$ cat config.mk
export PLATFORM = sky130hd
export DESIGN_NAME = alu_sequencer
export DESIGN_NICKNAME = d
export VERILOG_FILES = /design/src/rtl/alu_sequencer.sv
export SDC_FILE = /design/constraint.sdc
export NUM_CORES = 1
export LEC_CHECK = 0
export CORE_MARGIN = 2
export CORE_UTILIZATION = 35
export CTS_BUF_LIST = sky130_fd_sc_hd__clkbuf_8
export DETAILED_ROUTE_END_ITERATION = 8
export PLACE_DENSITY = 0.75
export REMOVE_ABC_BUFFERS = 1
export SYNTH_ARGS = -nofsm -noshare
export SYNTH_HDL_FRONTEND = slang
export SYNTH_SLANG_ARGS = --single-unit
$ cat constraint.sdc
create_clock -name clk -period 5.55 [get_ports clk]
set_input_delay 1.11 -clock clk [delete_from_list [all_inputs] [get_ports clk]]
set_output_delay 1.11 -clock clk [all_outputs]
set_load 0.01 [all_outputs]
$ cat src/rtl/alu_sequencer.sv
// Moore control sequencer for the datapath: fetch, decode and execute of
// binary, unary and HI/LO multiply/divide instructions, one at a time.
module alu_sequencer #(
  parameter int NREGS = 16
) (
  input  logic             clk,
  input  logic             clr,
  input  logic             run,
  input  logic             mem_ready,
  input  logic [31:0]      ir,
  output logic [NREGS-1:0] rin,
  output logic [NREGS-1:0] rout,
  output logic             PCout,
  output logic             PCin,
  output logic             incPC,
  output logic             MARin,
  output logic             MDRin,
  output logic             MDRout,
  output logic             Read,
  output logic             IRin,
  output logic             Yin,
  output logic             Zin,
  output logic             ZLowOut,
  output logic             ZHighOut,
  output logic             HIin,
  output logic             LOin,
  output logic [4:0]       opcode,
  output logic             busy,
  output logic             halted,
  output logic             illegal
);

  typedef enum logic [3:0] {
    S_IDLE, S_T0, S_T1, S_T2, S_T3, S_T4, S_T5, S_T6, S_HALT
  } state_t;

  state_t state_q, state_d, end_state;

  logic [4:0] ir_op;
  logic [3:0] ra, rb, rc;
  logic       is_binary, is_unary, is_muldiv, is_nop, is_halt;
  logic       unused_ir_bits;

  assign ir_op          = ir[31:27];
  assign ra             = ir[26:23];
  assign rb             = ir[22:19];
  assign rc             = ir[18:15];
  assign unused_ir_bits = ^ir[14:0];

  assign is_binary = (ir_op >= 5'b00010) && (ir_op <= 5'b01001);
  assign is_muldiv = (ir_op == 5'b01010) || (ir_op == 5'b01011);
  assign is_unary  = (ir_op == 5'b01100) || (ir_op == 5'b01101);
  assign is_nop    = (ir_op == 5'b11010);
  assign is_halt   = (ir_op == 5'b11011);

  function automatic logic [NREGS-1:0] onehot(input logic [3:0] idx);
    onehot = '0;
    for (int i = 0; i < NREGS; i++) begin
      if (int'(idx) == i) onehot[i] = 1'b1;
    end
  endfunction

  always_ff @(posedge clk or negedge clr) begin
    if (!clr) state_q <= S_IDLE;
    else      state_q <= state_d;
  end

  // Dropping run only takes effect at the instruction boundary.
  assign end_state = run ? S_T0 : S_IDLE;

  always_comb begin
    state_d  = state_q;
    rin      = '0;
    rout     = '0;
    PCout    = 1'b0;
    PCin     = 1'b0;
    incPC    = 1'b0;
    MARin    = 1'b0;
    MDRin    = 1'b0;
    MDRout   = 1'b0;
    Read     = 1'b0;
    IRin     = 1'b0;
    Yin      = 1'b0;
    Zin      = 1'b0;
    ZLowOut  = 1'b0;
    ZHighOut = 1'b0;
    HIin     = 1'b0;
    LOin     = 1'b0;
    opcode   = 5'b00000;
    illegal  = 1'b0;
    halted   = 1'b0;
    busy     = 1'b1;

    case (state_q)
      S_IDLE: begin
        busy = 1'b0;
        if (run) state_d = S_T0;
      end
      S_T0: begin
        PCout   = 1'b1;
        MARin   = 1'b1;
        incPC   = 1'b1;
        Zin     = 1'b1;
        opcode  = 5'b00011;
        state_d = S_T1;
      end
      S_T1: begin
        ZLowOut = 1'b1;
        PCin    = 1'b1;
        Read    = 1'b1;
        MDRin   = 1'b1;
        if (mem_ready) state_d = S_T2;
      end
      S_T2: begin
        MDRout  = 1'b1;
        IRin    = 1'b1;
        state_d = S_T3;
      end
      S_T3: begin
        if (is_binary) begin
          rout    = onehot(rb);
          Yin     = 1'b1;
          state_d = S_T4;
        end else if (is_unary) begin
          rout    = onehot(rb);
          opcode  = ir_op;
          Zin     = 1'b1;
          state_d = S_T4;
        end else if (is_muldiv) begin
          rout    = onehot(ra);
          Yin     = 1'b1;
          state_d = S_T4;
        end else if (is_halt) begin
          state_d = S_HALT;
        end else begin
          illegal = !is_nop;
          state_d = end_state;
        end
      end
      S_T4: begin
        if (is_binary) begin
          rout    = onehot(rc);
          opcode  = ir_op;
          Zin     = 1'b1;
          state_d = S_T5;
        end else if (is_unary) begin
          ZLowOut = 1'b1;
          rin     = onehot(ra);
          state_d = end_state;
        end else if (is_muldiv) begin
          rout    = onehot(rb);
          opcode  = ir_op;
          Zin     = 1'b1;
          state_d = S_T5;
        end else begin
          state_d = S_IDLE;
        end
      end
      S_T5: begin
        if (is_binary) begin
          ZLowOut = 1'b1;
          rin     = onehot(ra);
          state_d = end_state;
        end else if (is_muldiv) begin
          ZLowOut = 1'b1;
          LOin    = 1'b1;
          state_d = S_T6;
        end else begin
          state_d = S_IDLE;
        end
      end
      S_T6: begin
        ZHighOut = 1'b1;
        HIin     = 1'b1;
        state_d  = end_state;
      end
      S_HALT: begin
        busy   = 1'b0;
        halted = 1'b1;
      end
      default: begin
        busy    = 1'b0;
        state_d = S_IDLE;
      end
    endcase
  end

endmodule

==> flow_metrics.tcl <==
set metrics [dict create \
    outcome "complete, no violations" \
    port-buffer-count 73 \
    cts.reportedPaths.clkPinSlew_ns 0.03 \
    finalSetupViolations 0 \
    drt-initial-drc-count 174 \
    total_grt_usage 0.200 \
    timing.final.max_slew_violations 0 \
    dieArea_um2 4920 \
    period_share 0.896 \
    wirelength_um 5100 \
    route.detailed.wl_per_inst_um 14.9 \
    vias_per_cell 5.81 \
    timing_worst_slew_pin_value_ns 0.708 \
    drv_cap 0 \
    post_cts.repair.setup_buffers 0 \
    largest-register "state_q" \
    layout_min_cycle_time_ns 4.97 \
    worst-endpoint-arrival_ns 3.86 \
    relSlewSlack 0.526 \
    syn2layout_area_growth_pct 44.9 \
    final_antenna_net_count 0 \
    dr_total_vias 1993 \
    synth.area.top_cells "nor2_1 (13%), mux2i_1 (11%), a22oi_1 (7.4%), nor3_1 (7.2%), dfrtp_1 (6.5%)" \
    final_core_utilization 0.516 \
    syn-mean-instance-area_um2 6.38 \
    largest_net_degree_at_the_start_of_global_routing 21 \
    grt.overflow.total 0 \
    peakVddDrop_uv 243 \
    initial_core_util 0.356 \
    fin_nets 329 \
    drt_pass1_iterations 4 \
    ctsHoldBuffers 0 \
    postCtsResizedCells 0 \
    vias_in_the_first_global_route 1841 \
    endpoint_kind "primary output" \
    syn-cell-area_um2 1530 \
    cts.htree.levels 1 \
    initial_antenna_violation_count 0 \
    synth_warnings 0 \
    min_path_type "reg2reg" \
    fraction_of_layout_cells_with_a_size_suffix_above_1 0.0447 \
    power.density_cell_area_nw_per_um2 215 \
    worstPathRequired_ns 4.44 \
    worst_setup_path_start_kind "primary input" \
    post-synth-top-area-fraction 0.128 \
    finClkSkew_ns 0.000652 \
    setup_repair_after_global_routing_missed_its_margin "false" \
    io_pins 90 \
    drcViolationCount 0 \
    largest_register_ffs 4 \
    cts_tree "done" \
    core_region_area_um2 4290 \
    setup.worst_path.class "in2out" \
    max-clock-path-buffers 2 \
    synth.ff_latch_count 4 \
    netlist.top_cell.by_area "nor2_1" \
    final.setup.tns_ns 0 \
    synth.lib_cells_used.distinct 45 \
    largestRegisters "state_q x4" \
    p_leak_nw 0.712 \
    die_height_um 70.1 \
    placement_rows 24 \
    die_w_um 70.1 \
    root_buffer "clkbuf_8" \
    report.final.hold_viol_count 0 \
    worst-path-max-fanout 18 \
    post-dp-hpwl_um 3850 \
    clock_sinks 4 \
    global_route_wire_length_before_repair_um 8370 \
    gp_routability_congestion 0.904 \
    max_freq_mhz 201 \
    netlist_instances 240 \
    layout.filler_cells 434 \
    cts_inserted_buffers 3 \
    clock_latency_of_the_later_clocked_register_in_the_worst_skew_pair_ns 0.22 \
    seq_area_frac_synth 0.0654 \
    num_antenna_cells 0 \
]
## through the flow
| step | hold WS, ns | instances | setup WS, ns | area [um2] | total power [mW] |
|---|---|---|---|---|---|
| final | 0.582 | 343 | 0.577 | 2220 | 0.478 |
| after detailed placement | 0.582 | 340 | 0.594 | 2180 | 0.415 |
| after global routing | 0.638 | 343 | 0.467 | 2220 | 0.510 |
| after floorplan | 0.525 | 214 | 2.13 | 1370 | 0.243 |
| after global placement | 0.592 | 340 | 0.693 | 2180 | 0.414 |
| after CTS | 0.586 | 343 | 0.596 | 2220 | 0.480 |
## worst paths after layout
kind                       startpoint    endpoint  slack (ns)  depth (start not counted)
max                            ir[30]    rout[13]        0.58                          6
max in group asynchronous         clr  state_q[0]        4.30                          1
min reg2reg                state_q[3]  state_q[1]        0.58                          1
min                        state_q[3]  state_q[1]        0.58                          1
max reg2reg                state_q[2]  state_q[2]        3.66                          4
min in group asynchronous         clr  state_q[2]        1.09                          1
## critical path, stage by stage
cell,delay (ns)
clkdlybuf4s50_1,0.73
a21o_2,0.36
nor2_1,0.11
nand3_1,0.52
o22ai_1,0.44
clkdlybuf4s50_1,0.59
## Yosys cell counts
| cell | count |
|---|---|
| a41oi_1 | 1 |
| nor3b_1 | 1 |
| clkbuf_1 | 9 |
| nand2_1 | 11 |
| buf_8 | 1 |
| nor2_1 | 52 |
| o21ai_0 | 4 |
| a22oi_1 | 15 |
| nor2b_1 | 6 |
| buf_4 | 9 |
| nand2b_1 | 16 |
| a31o_2 | 1 |
| o211ai_1 | 5 |
| nor4bb_1 | 1 |
| a21o_2 | 1 |
| nand4bb_1 | 1 |
| mux2i_1 | 17 |
| o22ai_1 | 16 |
| and2_1 | 2 |
| dfrtp_1 | 4 |
| nand3_1 | 2 |
| nor3_1 | 22 |
| a32o_1 | 1 |
| or2_1 | 1 |
| a211oi_1 | 2 |
| a32oi_1 | 2 |
| o31ai_1 | 1 |
| or3_1 | 2 |
| o21a_4 | 1 |
| buf_2 | 6 |
| or3b_2 | 2 |
| or2_2 | 1 |
| a21o_1 | 2 |
| nor3_4 | 2 |
| nand4b_1 | 1 |
| or4bb_1 | 1 |
| conb_1 | 1 |
| a21oi_1 | 7 |
| a31oi_1 | 1 |
| a211o_1 | 1 |
| buf_6 | 1 |
| inv_1 | 2 |
| nor4_1 | 3 |
| and3_2 | 1 |
| o21bai_1 | 1 |
## cells in the final DEF, fill, tap and decap left out, drive strengths merged, types with 5 or more instances in the layout
cell type,Yosys,final
clkdlybuf4s50,0,73
nor2,52,52
nor3,24,24
mux2i,17,17
nand2b,16,16
o22ai,16,16
a22oi,15,15
nand2,11,11
a21oi,7,7
nor2b,6,6
o211ai,5,5
## power by group
| part | switching, mW | total (mW) | internal, mW |
|---|---|---|---|
| Clock | 0.0145 | 0.0606 | 0.0462 |
| Sequential | 0.0388 | 0.0784 | 0.0396 |
| Combinational | 0.168 | 0.338 | 0.171 |
## cells by family after synthesis
logic type	after synthesis	share of synthesized area
other cells	1	0.00245
compound gates	62	0.284
flops	4	0.0654
buf+inv	28	0.108
mux	17	0.111
simple gates	128	0.429
## final cells by class
| cell class | instances | area [um2] | share of cell area |
|---|---|---|---|
| Clock buffer | 3 | 41.3 | 0.0186 |
| Multi-Input combinational cell | 208 | 1260 | 0.571 |
| Tap cell | 52 | 65.1 | 0.0293 |
| Timing Repair Buffer | 74 | 738 | 0.333 |
| Sequential cell | 4 | 100 | 0.0451 |
| Inverter | 2 | 7.51 | 0.00339 |
## layer usage
metal / track usage / share of wire
met1: 0.277 / 0.44
met3: 0.0317 / 0.082
met4: 0.0513 / 0.0094
met2: 0.325 / 0.46
met5: 0 / 0
Power figures use the tool's default switching activity.
